### config.mk
export PLATFORM = sky130hd
export DESIGN_NAME = song_player
export DESIGN_NICKNAME = d
export VERILOG_FILES = /design/src/rtl/song_pkg.sv /design/src/rtl/song_player_note_timer.sv /design/src/rtl/song_player.sv
export SDC_FILE = /design/constraint.sdc
export NUM_CORES = 1
export LEC_CHECK = 0
export CAP_MARGIN = 25
export CORE_ASPECT_RATIO = 0.7
export CORE_MARGIN = 2
export CORE_UTILIZATION = 25
export DETAILED_ROUTE_END_ITERATION = 10
export RECOVER_POWER = 25
export SKIP_LAST_GASP = 1
export SLEW_MARGIN = 20
export SYNTH_ARGS = -nofsm -noshare
export SYNTH_HDL_FRONTEND = slang
export SYNTH_SLANG_ARGS = --single-unit
### constraint.sdc
create_clock -name clk_i -period 3.2 [get_ports clk_i]
set_input_delay 0.32 -clock clk_i [delete_from_list [all_inputs] [get_ports clk_i]]
set_output_delay 0.32 -clock clk_i [all_outputs]
set_load 0.01 [all_outputs]
### src/rtl/song_pkg.sv
// Shared types, field widths and the note-duration helper for the song player.
package song_pkg;

  typedef enum logic [2:0] {IDLE, FETCH, PLAY, GAP, DONE} state_e;

  localparam int OCT_W   = 3;
  localparam int NOTE_W  = 3;
  localparam int LEN_W   = 4;
  localparam int FULL_W  = 3;
  localparam int UNITS_W = 9;
  localparam logic [NOTE_W-1:0] NOTE_REST = 3'd7;

  // Sixteenth-note units: ((length+1)*16) >> min(full,4), never below one unit.
  function automatic logic [UNITS_W-1:0] dur_units(input logic [LEN_W-1:0]  len,
                                                    input logic [FULL_W-1:0] full);
    logic [UNITS_W-1:0] base;
    logic [FULL_W-1:0]  sh;
    logic [UNITS_W-1:0] u;
    base = {({1'b0, len} + 5'd1), 4'b0000};
    sh   = (full > 3'd4) ? 3'd4 : full;
    u    = base >> sh;
    if (u == 9'd0) begin
      u = 9'd1;
    end else begin
      u = u;
    end
    return u;
  endfunction

endpackage

### src/rtl/song_player_note_timer.sv
// Loadable down-counter; expire_o pulses on the enabled cycle at which the count sits at 1.
module note_timer #(
  parameter int W = 32
) (
  input  logic         clk_i,
  input  logic         rst_i,
  input  logic         clr_i,
  input  logic         load_i,
  input  logic [W-1:0] load_val_i,
  input  logic         en_i,
  output logic         expire_o
);

  logic [W-1:0] cnt_q;

  // A count of 0 can only follow a clear; treat it like 1 so the timer never stalls.
  assign expire_o = en_i && (cnt_q <= W'(1));

  // Clear beats load, load beats counting; the count holds while disabled.
  always_ff @(posedge clk_i or posedge rst_i) begin
    if (rst_i) begin
      cnt_q <= '0;
    end else if (clr_i) begin
      cnt_q <= '0;
    end else if (load_i) begin
      cnt_q <= load_val_i;
    end else if (en_i && (cnt_q > W'(1))) begin
      cnt_q <= cnt_q - W'(1);
    end else begin
      cnt_q <= cnt_q;
    end
  end

endmodule

### src/rtl/song_player.sv
// Song sequencer: walks the song ROM note by note and presents the sounding tone.
// Define SONG_PLAYER_LOOP_EN to wrap at end of track instead of stopping in DONE.
module song_player
  import song_pkg::*;
#(
  parameter int TICKS_PER_16TH = 100_000,
  parameter int GAP_TICKS      = 1_000,
  parameter int IDX_W          = 21
) (
  input  logic              clk_i,
  input  logic              rst_i,
  input  logic              start_i,
  input  logic              pause_i,
  input  logic              stop_i,
  input  logic [2:0]        song_sel_i,
  input  logic [IDX_W-1:0]  rom_track_i,
  input  logic [OCT_W-1:0]  rom_octave_i,
  input  logic [NOTE_W-1:0] rom_note_i,
  input  logic [LEN_W-1:0]  rom_length_i,
  input  logic [FULL_W-1:0] rom_full_i,
  output logic [2:0]        rom_song_o,
  output logic [IDX_W-1:0]  rom_cnt_o,
  output logic              tone_valid_o,
  output logic [OCT_W-1:0]  tone_octave_o,
  output logic [NOTE_W-1:0] tone_note_o,
  output logic              busy_o,
  output logic              done_o
);

  localparam int TW = 32;

  state_e            state_q, state_d;
  logic [2:0]        song_q, song_d;
  logic [IDX_W-1:0]  cnt_q, cnt_d;
  logic [OCT_W-1:0]  oct_q, oct_d;
  logic [NOTE_W-1:0] note_q, note_d;
  logic              tv_q, tv_d;
  logic              busy_q, busy_d;
  logic              done_q, done_d;
  logic              pause_q;

  logic              dur_load, gap_load, tmr_clr;
  logic              dur_expire, gap_expire;
  logic [TW-1:0]     dur_val;
  logic [IDX_W-1:0]  last_idx;

  assign dur_val  = TW'(dur_units(rom_length_i, rom_full_i)) * TW'(TICKS_PER_16TH);
  assign last_idx = rom_track_i - IDX_W'(1);

  // pause is seen through pause_q so muting and timer freezing take effect on the same cycle.
  note_timer #(.W(TW)) u_dur (
    .clk_i      (clk_i),
    .rst_i      (rst_i),
    .clr_i      (tmr_clr),
    .load_i     (dur_load),
    .load_val_i (dur_val),
    .en_i       ((state_q == PLAY) && !pause_q),
    .expire_o   (dur_expire)
  );

  note_timer #(.W(TW)) u_gap (
    .clk_i      (clk_i),
    .rst_i      (rst_i),
    .clr_i      (tmr_clr),
    .load_i     (gap_load),
    .load_val_i (TW'(GAP_TICKS)),
    .en_i       ((state_q == GAP) && !pause_q),
    .expire_o   (gap_expire)
  );

  // Next-state and next-output logic; stop overrides everything else.
  always_comb begin
    state_d  = state_q;
    song_d   = song_q;
    cnt_d    = cnt_q;
    oct_d    = oct_q;
    note_d   = note_q;
    done_d   = done_q;
    dur_load = 1'b0;
    gap_load = 1'b0;
    tmr_clr  = 1'b0;
    case (state_q)
      IDLE, DONE: begin
        if (start_i) begin
          state_d = FETCH;
          song_d  = song_sel_i;
          cnt_d   = '0;
          done_d  = 1'b0;
        end else begin
          state_d = state_q;
        end
      end
      FETCH: begin
        if (pause_q) begin
          state_d = FETCH;
        end else if (rom_track_i == '0) begin
          state_d = DONE;
          done_d  = 1'b1;
        end else begin
          state_d  = PLAY;
          oct_d    = rom_octave_i;
          note_d   = rom_note_i;
          dur_load = 1'b1;
        end
      end
      PLAY: begin
        if (dur_expire) begin
          state_d  = GAP;
          gap_load = 1'b1;
        end else begin
          state_d = PLAY;
        end
      end
      GAP: begin
        if (!gap_expire) begin
          state_d = GAP;
        end else if (cnt_q == last_idx) begin
`ifdef SONG_PLAYER_LOOP_EN
          state_d = FETCH;
          cnt_d   = '0;
`else
          state_d = DONE;
          done_d  = 1'b1;
`endif
        end else begin
          state_d = FETCH;
          cnt_d   = cnt_q + IDX_W'(1);
        end
      end
      default: begin
        state_d = IDLE;
      end
    endcase
    if (stop_i) begin
      state_d  = IDLE;
      song_d   = song_q;
      cnt_d    = '0;
      done_d   = 1'b0;
      dur_load = 1'b0;
      gap_load = 1'b0;
      tmr_clr  = 1'b1;
    end else begin
      tmr_clr  = 1'b0;
    end
    tv_d   = (state_d == PLAY) && (note_d != NOTE_REST) && !pause_i;
    busy_d = (state_d != IDLE) && (state_d != DONE);
  end

  // State and all registered outputs.
  always_ff @(posedge clk_i or posedge rst_i) begin
    if (rst_i) begin
      state_q <= IDLE;
      song_q  <= 3'd0;
      cnt_q   <= '0;
      oct_q   <= '0;
      note_q  <= '0;
      tv_q    <= 1'b0;
      busy_q  <= 1'b0;
      done_q  <= 1'b0;
      pause_q <= 1'b0;
    end else begin
      state_q <= state_d;
      song_q  <= song_d;
      cnt_q   <= cnt_d;
      oct_q   <= oct_d;
      note_q  <= note_d;
      tv_q    <= tv_d;
      busy_q  <= busy_d;
      done_q  <= done_d;
      pause_q <= pause_i;
    end
  end

  assign rom_song_o    = song_q;
  assign rom_cnt_o     = cnt_q;
  assign tone_valid_o  = tv_q;
  assign tone_octave_o = oct_q;
  assign tone_note_o   = note_q;
  assign busy_o        = busy_q;
  assign done_o        = done_q;

endmodule
After elaboration in Yosys (flattened, before gate mapping)
Index checks and enable logic that the tools add are counted.
Widths: inputs -> output; s select.
{"block": "classes", "add_sub_neg": 5, "n_bitwise": 3, "order_cmp": 5, "shift": 1, "n_mux": 39, "reduce_logical": 24, "multipliers": 1, "div": 0, "n_eq_ne": 14}
{"op": "$mux 32", "count": 6}
{"op": "$mux 21", "count": 4}
{"op": "$gt 32x1->1 const B", "count": 2}
{"op": "$le 32x1->1 const B", "count": 2}
{"op": "$sub 32x1->32 const B", "count": 2}
{"op": "$pmux 21 s2", "count": 1}
{"op": "$mux 3", "count": 10}
{"op": "$add 21x1->21 const B", "count": 1}
{"op": "$eq 21x21->1", "count": 1}
{"op": "$logic_not 21->1", "count": 1}
{"op": "$mul 9x12->21 const B", "count": 1}
{"op": "$ne 3x3->1 const B", "count": 7}
{"op": "$sub 21x1->21 const B", "count": 1}
{"op": "$mux 1", "count": 15}
{"op": "$pmux 3 s4", "count": 1}
{"op": "$reduce_bool 3->1", "count": 4}
{"op": "$eq 3x2->1 const B", "count": 3}
{"op": "$logic_and 1x1->1", "count": 9}
{"op": "$logic_not 9->1", "count": 1}
{"op": "$mux 9", "count": 1}
{"op": "$shr 9x3->9", "count": 1}
{"op": "$reduce_and 3->1", "count": 2}
{"op": "$reduce_and 6->1", "count": 1}
{"op": "$add 4x1->5 const B", "count": 1}
{"op": "11 further kinds", "count": 14}
{"block": "totals", "ramBits": 0, "out_inout_bits": 33, "mem_bits_ro": 0, "n_memories": 0, "latch_bits": 0, "reg_bits": 101, "inputBits": 42}

Logic depth before layout (Yosys ltp)
Gate-level depths: netlist of the first run.
{"block": "depth", "ltp_word": 9, "ltp_mapped": 25}

Cells and area by module
A second synthesis of the first run with hierarchy kept.
{"block": "unflattened", "hier_cells": 1051, "hier_area_um2": 9126.3}
{"module": "song_player", "cells_each": 543, "area_per_inst_um2": 4689.5, "seq_area_each_um2": 925.9, "instances": 1}
{"module": "note_timer", "cells_each": 254, "area_per_inst_um2": 2218.4, "seq_area_each_um2": 800.8, "instances": 2}

Least setup slack after synthesis of the first run
OpenSTA, ideal clock, no wires.
{"block": "synth_path", "path_type": "input to register", "from": "in rom_full_i[2]", "to": "reg u_dur.cnt_q[24]", "stages": 23, "t_required_ns": 3.066, "setup_slack_ns": -2.648, "setup_ns": 0.134, "arrival_ns": 5.713, "cell_sequence": "nand2b_1 -> clkbuf_1 -> mux2_1 -> a211oi_1 -> a21oi_1 -> or4_1 -> o41ai_1 -> ha_1 -> inv_1 -> fa_1 -> inv_1 -> ha_1 -> fa_1 -> inv_1 -> fa_1 -> nor2b_1 -> o2111ai_1 -> nand4b_1 -> a211o_1 -> a31oi_1 -> o21ai_0 -> xnor2_1 -> o22ai_1"}
{"block": "synth_via", "elab_chain_cells": 8}
{"item": "start, declared", "line_no": "song_player.sv:20", "source": "input logic [FULL_W-1:0] rom_full_i,"}
{"item": "$gt 3x3->1", "line_no": "song_pkg.sv:20", "source": "sh = (full > 3'd4) ? 3'd4 : full;"}
{"item": "$mux 3 (*)", "line_no": "song_pkg.sv:20"}
{"item": "$shr 9x3->9 (*)", "line_no": "song_pkg.sv:21", "source": "u = base >> sh;"}
{"item": "$logic_not 9->1", "line_no": "song_pkg.sv:22", "source": "if (u == 9'd0) begin"}
{"item": "$mux 9 (*)", "line_no": "song_pkg.sv:22"}
{"item": "$mul 9x12->21 (*)", "line_no": "song_player.sv:47", "source": "assign dur_val = TW'(dur_units(rom_length_i, rom_full_i)) * TW'(TICKS_PER_16TH);"}
{"item": "$mux 32 (*)", "line_no": "song_player_note_timer.sv:25", "source": "end else if (load_i) begin"}
{"item": "$mux 32 (*)", "line_no": "song_player_note_timer.sv:23", "source": "end else if (clr_i) begin"}
{"item": "end signal, assigned", "line_no": "song_player_note_timer.sv:26", "source": "cnt_q <= load_val_i;"}
{"item": "end signal, assigned", "line_no": "song_player_note_timer.sv:28", "source": "cnt_q <= cnt_q - W'(1);"}
{"item": "end signal, assigned", "line_no": "song_player_note_timer.sv:30", "source": "cnt_q <= cnt_q;"}
{"item": "end, declared", "line_no": "song_player_note_timer.sv:14", "source": "logic [W-1:0] cnt_q;"}
Mark *: on every way between the ends. The rest lies on a longest branch, timed or not.
A chain may end at the register's enable or synchronous reset.

Final worst setup path of the first run
{"block": "layout_path", "from": "in rom_length_i[1]", "to": "reg u_dur.cnt_q[25]"}
{"block": "layout_via", "elab_chain_cells": 7}
{"item": "start, declared", "line_no": "song_player.sv:19", "source": "input logic [LEN_W-1:0] rom_length_i,"}
{"item": "$add 4x1->5 (*)", "line_no": "song_pkg.sv:19", "source": "base = {({1'b0, len} + 5'd1), 4'b0000};"}
{"item": "$shr 9x3->9 (*)", "line_no": "song_pkg.sv:21"}
{"item": "$logic_not 9->1", "line_no": "song_pkg.sv:22"}
{"item": "$mux 9 (*)", "line_no": "song_pkg.sv:22"}
{"item": "$mul 9x12->21 (*)", "line_no": "song_player.sv:47"}
{"item": "$mux 32 (*)", "line_no": "song_player_note_timer.sv:25"}
{"item": "$mux 32 (*)", "line_no": "song_player_note_timer.sv:23"}
Marks and branches as above.

==> results.yml, run 1 <==
floorplan:
  core_area_um2: 31350
  die_y_um: 153.7
  io_pins: 75
  die_x_um: 217.8
  die_area_um2: 33480
  start_util_pct: 25.53
  rows: 54
cts:
  cts_sinks: 101
  clk_latency_ns: 0.36
  ctsLongestPathBuffers: 2
  cts-root-buf: "clkbuf_16"
  cts-hold-fix-buffers: 0
  htreeDepth: 3
  cts_buffers: 9
  cts_tree: "built"
  path_clk_slew_ns: 0.07
timing:
  hold_slack_ns: 0.5057
  slew_violations: 56
  max_slew.worst_pin.slew_ns: 2.201
  hold_viol_final: 0
  slew_headroom_pct: -46.91
  rsz0062_at_grt: "yes"
  min_period_ns: 4.997
  setup_viol: 17
  max_freq_mhz: 200.1
  finClkSkew_ns: 0.01136
  fin_ws_ns: -1.797
  fin_crit_sh_pct: 156.2
drt:
  ant_nets: 0
  drtPass1Iterations: 4
  num_vias: 7305
  wl_per_cell_um: 14.31
  drc_errors: 0
  wirelength_mm: 21.69
  drt_iter0_drc: 429
  viasPerCell: 4.819
finish:
  fin_cells: 1516
  drive_gt1_share_pct: 22.63
  synthToLayoutAreaGrowth_pct: 35.96
  diodes: 0
  mostFrequentLayoutCells: "130 x buf_4, 101 x dfrtp_1, 91 x nor2_1"
  fin_nets: 1209
  layout_commonest_cell: "buf_4"
grt:
  grt_start_max_net_pins: 56
  grt-ovfl-total: 0
  grt_pass1_vias: 7161
  grt.total_usage_pct: 13.15
  antenna_found_initial: 0
  grt_pass1_wl_mm: 36.26
placed_design:
  dpl.cell_count: 1491
  gp_congestion: 0.8284
  detailed_place_hpwl_mm: 16.49
  portBuffers: 74
  place_ws_ns: -2.637
hold_path:
  holdCritPathClass: "flop to flop"
setup_path:
  r2r_slack_ns: 0.27
  rr_worst_depth: 8
  cp.depth: 24
  cp_top_family: "adder cells"
  crit_start: "rom_length_i[1]"
  path_cells: "buf_8 > ha_4 > xor2_2 > mux2_4 > a211oi_2 > a21oi_2 > or4_4 > o41ai_4 > ha_2 > inv_2 > fa_1 > inv_2 > ha_4 > fa_1 > buf_4 > ha_4 > a21o_1 > a21o_1 > a21oi_4 > o31ai_4 > a211o_1 > a21oi_2 > xnor2_1 > o2bb2ai_1"
  worstPathMaxFanout: 3
  r2r-start: "u_gap.cnt_q[16]"
  regToRegEndpoint: "rom_cnt_o[16]"
  arrival_ns: 5.29
  critPathCapture: "u_dur.cnt_q[25]"
  critPathSlowestCell: "or4_4"
  path_class: "input pin to flop"
  startpoint_type: "input pin"
  crit_path_end_kind: "flop"
  crit_path_frequent_cell: "ha_4"
  crit_required_ns: 3.49
  max_stage_delay_ns: 0.52
  cp_num_buf_inv: 4
power_and_ir_drop:
  power_density_nw_per_um2: 463.2
  p_switching_mw: 1.768
  internal_power_mw: 3.272
  pwr-share-comb_pct: 45.9
  vdd_drop_max_mv: 0.2333
  p_sw_share_pct: 35.08
  power_frac_seq_pct: 29.8
  pwr-share-clk_pct: 24.3
  cellLeakagePower_nw: 4.915
yosys:
  syn_area_um2: 8003
  synth-edff-count: 0
  synthAdderAreaFrac_pct: 13.48
  synthArstFlopShare_pct: 100.0
  synth_area_leader_cell: "dfrtp_1"
  synth-compound-area-share_pct: 14.82
  synth_cells: 904
  synth_seq_cells: 101
  synthesis.nets: 1022
  synth_mux_area_share_pct: 2.658
  yosys_most_used_dff: "dfrtp_1"
  synth_top_area_share_pct: 31.58
  syn_avg_cell_area_um2: 8.853
  synth_cell_type_count: 78
  yosysWarnings: 0
  synth-xor-area-share_pct: 9.522
  ys_seq_area_share_pct: 31.58
  netlist_top_cells_area: "dfrtp_1 32%, ha_1 9.2%, xnor2_1 5.5%, nor2_1 4.3%, fa_1 4.3%"
  yosys.area_share.simple_pct: 23.45
  synth_top_family_by_area: "simple AND/OR/NAND/NOR gates"
run_status:
  violations: "capacitance limit, slew limit, setup timing"
  status: "complete, but fails checks"
job:
  max-cap-violations: 1
cell type report:
cell class	count	area [µm²]
clock buffers	11	242.7
repair buffers	210	1794
clock inverters	5	82.58
fillers	3212	20470
well taps	420	525.5
inverters	55	206.4
flip-flops and latches	101	2527
multi-input cells	714	5502
layer usage:
metal | vias up | GRT usage (%) | share of wire [%]
li1 | 3603 | - | -
met1 | 3563 | 19.24 | 51
met2 | 123 | 20.29 | 44
met3 | 16 | 2.334 | 4.0
met4 | 0 | 2.494 | 0.88
met5 | - | 0 | 0
per-stage QoR:
| stage | total power, mW | utilization (%) | setup TNS (ns) | cell area, µm² |
|---|---|---|---|---|
| floorplan | 2.784 | - | -26.46 | 8140 |
| global placement | 3.559 | 32.64 | -43.10 | 10230 |
| detailed placement | 3.594 | 32.64 | -45.66 | 10230 |
| CTS | 4.977 | 34.22 | -25.58 | 10730 |
| global route | 5.424 | 34.71 | -26.25 | 10880 |
| finish | 5.040 | 34.71 | -23.32 | 10880 |
cell families (layout without fill, tap and decap cells):
logic type | count (synthesis) | after routing
buf+inv | 89 | 281
fa+ha+maj | 76 | 76
other cells | 2 | 2
xor+xnor | 87 | 87
flops | 101 | 101
simple gates | 356 | 356
mux | 20 | 20
compound gates | 173 | 173
sequential cells by signal, summed over array words and instances (netlist names):
signal and flops:
busy_o 1, done_o 1, pause_q 1, rom_cnt_o 21, rom_song_o 3, state_q 3, tone_note_o 3, tone_octave_o 3
tone_valid_o 1, u_dur.cnt_q 32, u_gap.cnt_q 32
worst min path at each step:
stage                     start               end  slack [ns]  cells past startpoint
6_report          rom_song_o[1]     rom_song_o[1]        0.51                      1
3_5_place_dp      rom_song_o[1]     rom_song_o[1]        0.49                      1
3_3_place_gp   tone_octave_o[0]  tone_octave_o[0]        0.49                      1
5_1_grt           rom_song_o[2]     rom_song_o[2]        0.53                      1
4_1_cts                 pause_i           pause_q        0.42                      1
2_1_floorplan           pause_i           pause_q        0.35                      0
power by group through the flow:
| stage | logic (mW) | registers, mW | clock network (mW) |
|---|---|---|---|
| floorplan | 1.27 | 1.52 | 0 |
| global placement | 2.04 | 1.52 | 0 |
| detailed placement | 2.07 | 1.53 | 0 |
| CTS | 2.21 | 1.50 | 1.27 |
| global route | 2.58 | 1.53 | 1.32 |
| finish | 2.31 | 1.50 | 1.22 |
Yosys cell counts, types with 4 or more instances:
cell type	count
mux2_2	9
and2_1	5
o22ai_1	5
o2111ai_1	4
a21o_1	9
nand2_1	72
a211oi_1	9
nand2b_1	15
and3_1	20
or2_2	10
or3_1	17
o21a_1	6
fa_1	17
nand4b_1	4
clkbuf_1	27
or4_1	13
nor3_1	28
a21oi_1	52
nand3_1	19
o21ai_0	22
ha_1	59
a41o_1	11
xor2_1	37
nor4_1	19
nor2_1	92
a31oi_1	19
nand4_1	8
inv_1	54
dfrtp_1	101
xnor2_1	50
nand3b_1	6
mux2i_1	10
repair_timing:
action                                  CTS  global route
pin swaps                                50            41
gates resized for setup                  47            24
endpoints found under the setup margin   18            44
setup buffers                             5             6
Power figures use the tool's default switching activity.
==> run 2: changes to the inputs <==
CELL_PAD_IN_SITES_DETAIL_PLACEMENT = 1   (was default)
CELL_PAD_IN_SITES_GLOBAL_PLACEMENT = 1   (was default)
PLACE_DENSITY_LB_ADDON = 0.1   (was default)
==> run 2 against run 1 <==
- the run still ends with capacitance limit, slew limit, setup timing left
- critical path depth is the same
- cell count grew 2.0%
- sequential cell count is the same
- power grew 1.3%
- count of clock-buffer cells in the layout grew 1
- combinational power grew 10%
- fmax shrank 0.43%
- non-clock buffer count grew 32
- utilization grew 0.84 points
- first-iteration DRC count shrank 9.3%
- critical path type unchanged
==> results.yml, run 2 (synthesis gave the netlist of run 1 again) <==
run_status:
  status: "complete, but fails checks"
  violations: "capacitance limit, slew limit, setup timing"
timing:
  slew_headroom_pct: -41.07
  fin_crit_sh_pct: 156.8
  max_slew.worst_pin.slew_ns: 2.105
  setup_viol: 17
  finClkSkew_ns: 0.01351
  tns_ns: -25.01
  min_period_ns: 5.019
  fin_ws_ns: -1.819
  rsz0062_at_grt: "yes"
  max_freq_mhz: 199.3
  hold_viol_final: 0
  slew_violations: 43
cts:
  cts_buffers: 9
  htreeDepth: 3
  cts-hold-fix-buffers: 0
  cts_tree: "built"
  cts-root-buf: "clkbuf_16"
  clk_latency_ns: 0.36
  ctsLongestPathBuffers: 2
  path_clk_slew_ns: 0.07
  cts_sinks: 101
floorplan:
  die_x_um: 217.8
  start_util_pct: 25.53
  die_area_um2: 33480
  io_pins: 75
  die_y_um: 153.7
  rows: 54
  core_area_um2: 31350
finish:
  final_cell_area_um2: 11140
  layout_commonest_cell: "buf_4"
  synthToLayoutAreaGrowth_pct: 39.26
  drive_gt1_share_pct: 25.91
  diodes: 0
  utilization_pct: 35.55
  fin_nets: 1241
  mostFrequentLayoutCells: "155 x buf_4, 101 x dfrtp_1, 90 x nor2_1"
hold_path:
  hp-start: "tone_octave_o[1]"
  hold_depth: 1
  holdCritPathClass: "flop to flop"
  hold_path_end: "tone_octave_o[1]"
placed_design:
  detailed_place_hpwl_mm: 20.68
  portBuffers: 74
  placed_cell_area_um2: 10410
  gp_congestion: 0.7659
grt:
  grt_pass1_vias: 7309
  grt_pass1_wl_mm: 41.72
  grt_start_max_net_pins: 43
  grt-ovfl-total: 0
  grt.total_usage_pct: 15.84
  antenna_found_initial: 0
setup_path:
  arrival_ns: 5.26
  critPathSlowestCell: "or4_4"
  cp_top_family: "adder cells"
  r2r_slack_ns: 0.24
  crit_path_frequent_cell: "inv_2"
  r2r-start: "u_gap.cnt_q[26]"
  rr_worst_depth: 7
  cp_num_buf_inv: 4
  max_stage_delay_ns: 0.54
  path_cells: "buf_8 > ha_4 > xor2_2 > mux2_4 > a211oi_2 > a21oi_2 > or4_4 > o41ai_4 > ha_2 > inv_2 > fa_1 > inv_2 > ha_4 > fa_1 > inv_2 > fa_2 > nor2b_4 > o2111ai_2 > nand4b_1 > a211o_1 > a31oi_4 > xor2_1 > o22ai_1 > o21a_1"
  startpoint_type: "input pin"
  regToRegEndpoint: "rom_cnt_o[16]"
  crit_path_end_kind: "flop"
  worstPathMaxFanout: 2
  crit_required_ns: 3.45
  path_class: "input pin to flop"
drt:
  drtPass1Iterations: 4
  wirelength_mm: 26.31
  drt_iter0_drc: 389
  viasPerCell: 4.756
  num_vias: 7358
  drc_errors: 0
  wl_per_cell_um: 17.01
  ant_nets: 0
power_and_ir_drop:
  vdd_drop_max_mv: 0.2537
  power_density_nw_per_um2: 458.4
  cellLeakagePower_nw: 5.082
  total_power_mw: 5.108
job:
  max-cap-violations: 1
run 2: cell count changes in the layout (fill, tap and decap cells not counted), sizes merged:
| cell | change |
|---|---|
| buf | +33 |
| bufinv | -2 |
| inv | -2 |
| clkbuf | +1 |
| clkdlybuf4s15 | -1 |
| clkdlybuf4s50 | -1 |
| clkinv | +1 |
| clkinvlp | +1 |
| dlymetal6s2s | +1 |
run 2: what timing repair did:
item,4_1_cts,5_1_grt
pin swaps,35,46
setup endpoints to repair,18,43
buffers inserted,11,11
resized for setup,52,43
run 2: where the power goes:
part           internal, mW  switching [mW]  leakage (nW)
combinational          1.27            1.27          3.58
clock                 0.548           0.516         0.133
sequential             1.39           0.108          1.37
run 2: worst max-delay path by stage:
stage	depth (start not counted)	endpoint	slack (ns)	start
global route	24	u_dur.cnt_q[22]	-2.03	rom_length_i[0]
global placement	24	u_dur.cnt_q[22]	-2.63	rom_length_i[0]
finish	24	u_dur.cnt_q[22]	-1.82	rom_length_i[0]
CTS	24	u_dur.cnt_q[24]	-1.92	rom_length_i[1]
detailed placement	24	u_dur.cnt_q[24]	-2.74	rom_length_i[0]
floorplan	23	u_dur.cnt_q[22]	-2.01	rom_length_i[0]
run 2: cell type report:
type | count | area, µm²
Tap cell | 420 | 525.5
Clock inverter | 3 | 22.52
Inverter | 55 | 207.7
Fill cell | 3694 | 20210
Multi-Input combinational cell | 714 | 5558
Sequential cell | 101 | 2527
Clock buffer | 12 | 246.5
Timing Repair Buffer | 242 | 2057
run 2: per-layer routing:
| metal | routed length, µm | part of all wire, % | vias up | track usage [%] |
|---|---|---|---|---|
| met2 | 10070 | 38 | 79 | 20.85 |
| met4 | 119 | 0.45 | 0 | 2.300 |
| met1 | 15370 | 58 | 3608 | 26.53 |
| met3 | 757 | 2.9 | 7 | 2.532 |
| li1 | - | - | 3664 | - |
| met5 | 0 | 0 | - | 0 |
run 2: through the flow:
stage	instances	setup WS (ns)	hold WS, ns
global route	1547	-2.035	0.5387
floorplan	904	-2.009	0.3514
CTS	1538	-1.918	0.4202
global placement	1513	-2.633	0.4889
detailed placement	1513	-2.742	0.4945
finish	1547	-1.819	0.5106
==> run 3: changes to the inputs <==
PLACE_DENSITY_LB_ADDON = 0.05   (was 0.1)
==> run 3 against run 2 <==
- utilization is 0.26 points higher
- fmax is 1.0% lower
- the flow still finishes with violations (capacitance limit, slew limit, setup timing)
- setup slack worse by 0.051 ns
- sequential share of layout area is 0.16 points lower
- sequential cell count stayed put
- hold slack hardly changed
- critical path depth is 1 higher
- count of clock-buffer cells in the layout is 2 lower
- die area stayed put
==> results.yml, run 3 (synthesis gave the netlist of run 1 again) <==
drt:
  drt_iter0_drc: 364
  num_vias: 7349
  drtPass1Iterations: 4
  viasPerCell: 4.766
  wirelength_mm: 28.35
  ant_nets: 0
  drc_errors: 0
  wl_per_cell_um: 18.38
placed_design:
  place_ws_ns: -2.781
  detailed_place_hpwl_mm: 22.49
  gp_congestion: 0.7927
  placed_cell_area_um2: 10410
  portBuffers: 74
finish:
  final_cell_area_um2: 11230
  synthToLayoutAreaGrowth_pct: 40.28
  drive_gt1_share_pct: 26.20
  mostFrequentLayoutCells: "150 x buf_4, 101 x dfrtp_1, 90 x nor2_1"
  multi_input_area_um2: 5638
  layout_commonest_cell: "buf_4"
  seqCellArea_um2: 2527
  diodes: 0
  fin_nets: 1235
  nFillCells: 3648
power_and_ir_drop:
  pwr-share-clk_pct: 23.1
  p_switching_mw: 2.025
  pwr-share-comb_pct: 48.8
  vdd_drop_max_mv: 0.2762
  power_density_nw_per_um2: 476.6
  total_power_mw: 5.350
  power_frac_seq_pct: 28.1
  cellLeakagePower_nw: 5.090
  internal_power_mw: 3.325
  p_sw_share_pct: 37.85
grt:
  grt_pass1_vias: 7476
  antenna_found_initial: 1
  grt_start_max_net_pins: 41
  grt.total_usage_pct: 17.51
  grt_pass1_wl_mm: 45.30
  grt-ovfl-total: 0
timing:
  finClkSkew_ns: 0.01580
  max_freq_mhz: 197.3
  min_period_ns: 5.070
  max_slew.worst_pin.slew_ns: 2.082
  fin_crit_sh_pct: 158.4
  setup_viol: 17
  rsz0062_at_grt: "yes"
  fin_ws_ns: -1.870
  slew_headroom_pct: -39.54
  hold_viol_final: 0
  hold_slack_ns: 0.5108
  slew_violations: 41
cts:
  cts_buffers: 9
  cts-hold-fix-buffers: 0
  htreeDepth: 3
  ctsLongestPathBuffers: 2
  cts_tree: "built"
  cts_sinks: 101
  path_clk_slew_ns: 0.08
  clk_latency_ns: 0.38
  cts-root-buf: "clkbuf_16"
setup_path:
  cp_num_buf_inv: 5
  crit_path_end_kind: "flop"
  cp_top_family: "adder cells"
  crit_start: "rom_length_i[1]"
  worstPathMaxFanout: 2
  max_stage_delay_ns: 0.56
  r2r-start: "u_dur.cnt_q[5]"
  cp.depth: 25
  crit_required_ns: 3.47
  critPathSlowestCell: "fa_1"
  rr_worst_depth: 8
  startpoint_type: "input pin"
  path_class: "input pin to flop"
  regToRegEndpoint: "u_gap.cnt_q[25]"
  r2r_slack_ns: 0.20
  critPathCapture: "u_dur.cnt_q[22]"
  arrival_ns: 5.34
floorplan:
  io_pins: 75
  start_util_pct: 25.53
  die_x_um: 217.8
  core_area_um2: 31350
  rows: 54
  die_area_um2: 33480
  die_y_um: 153.7
run_status:
  status: "complete, but fails checks"
  violations: "capacitance limit, slew limit, setup timing"
job:
  max-cap-violations: 1
hold_path:
  holdCritPathClass: "flop to flop"
[run 3: cell types whose count changed in the layout (fill, tap and decap cells not counted), sizes merged]
cell / delta
clkbuf: -2
bufinv: +1
dlymetal6s2s: +1
buf: -6
clkinvlp: +1
clkdlybuf4s50: -1
clkinv: -2
inv: +3
[run 3: power by group through the flow]
| stage | Combinational [mW] | Sequential (mW) | Clock (mW) |
|---|---|---|---|
| after floorplan | 1.27 | 1.52 | 0 |
| after global placement | 2.22 | 1.52 | 0 |
| after detailed placement | 2.22 | 1.52 | 0 |
| after CTS | 2.49 | 1.50 | 1.30 |
| after global routing | 2.90 | 1.52 | 1.34 |
| final | 2.61 | 1.50 | 1.23 |
[run 3: per-layer routing]
metal  routed length [µm]  track usage [%]
met1                17080            30.32
met2                10280            21.40
met3                  771            3.106
met4                  219            2.883
met5                    0                0
[run 3: worst min path at each step]
| stage | start | slack, ns | to | cells after the start |
|---|---|---|---|---|
| finish | tone_octave_o[2] | 0.51 | tone_octave_o[2] | 1 |
| CTS | rst_i | 0.38 | rom_cnt_o[11] | 2 |
| detailed placement | tone_octave_o[0] | 0.50 | tone_octave_o[0] | 1 |
| floorplan | pause_i | 0.35 | pause_q | 0 |
| global route | tone_octave_o[2] | 0.54 | tone_octave_o[2] | 1 |
| global placement | tone_octave_o[2] | 0.49 | tone_octave_o[2] | 1 |
[run 3: layout make-up]
type | instances | share of cell area, %
well taps | 420 | 4.681
inverters | 55 | 1.850
multi-input cells | 714 | 50.22
clock buffers | 10 | 2.129
repair buffers | 236 | 17.91
flip-flops and latches | 101 | 22.51
clock inverters | 6 | 0.6910
[run 3: what timing repair did]
| item | 4_1_cts | 5_1_grt |
|---|---|---|
| endpoints found under the setup margin | 18 | 43 |
| setup buffers | 10 | 8 |
| gates resized for setup | 60 | 42 |
| pin swaps | 46 | 52 |
[run 3: stage by stage]
step                TNS, ns  utilization, %  cells
finish               -24.60           35.81   1542
global route         -28.01           35.81   1542
CTS                  -26.03           35.20   1538
detailed placement   -48.43           33.21   1513
global placement     -47.12           33.21   1513
floorplan            -26.46               -    904
[run 3: worst reg2reg max path, delay by kind of cell (launching register included)]
family	cells	cell delay, ns
AND/OR/NAND/NOR	5	1.64
AO/OA/AOI/OAI	2	0.66
flip-flops	1	0.42
XOR/XNOR	1	0.16
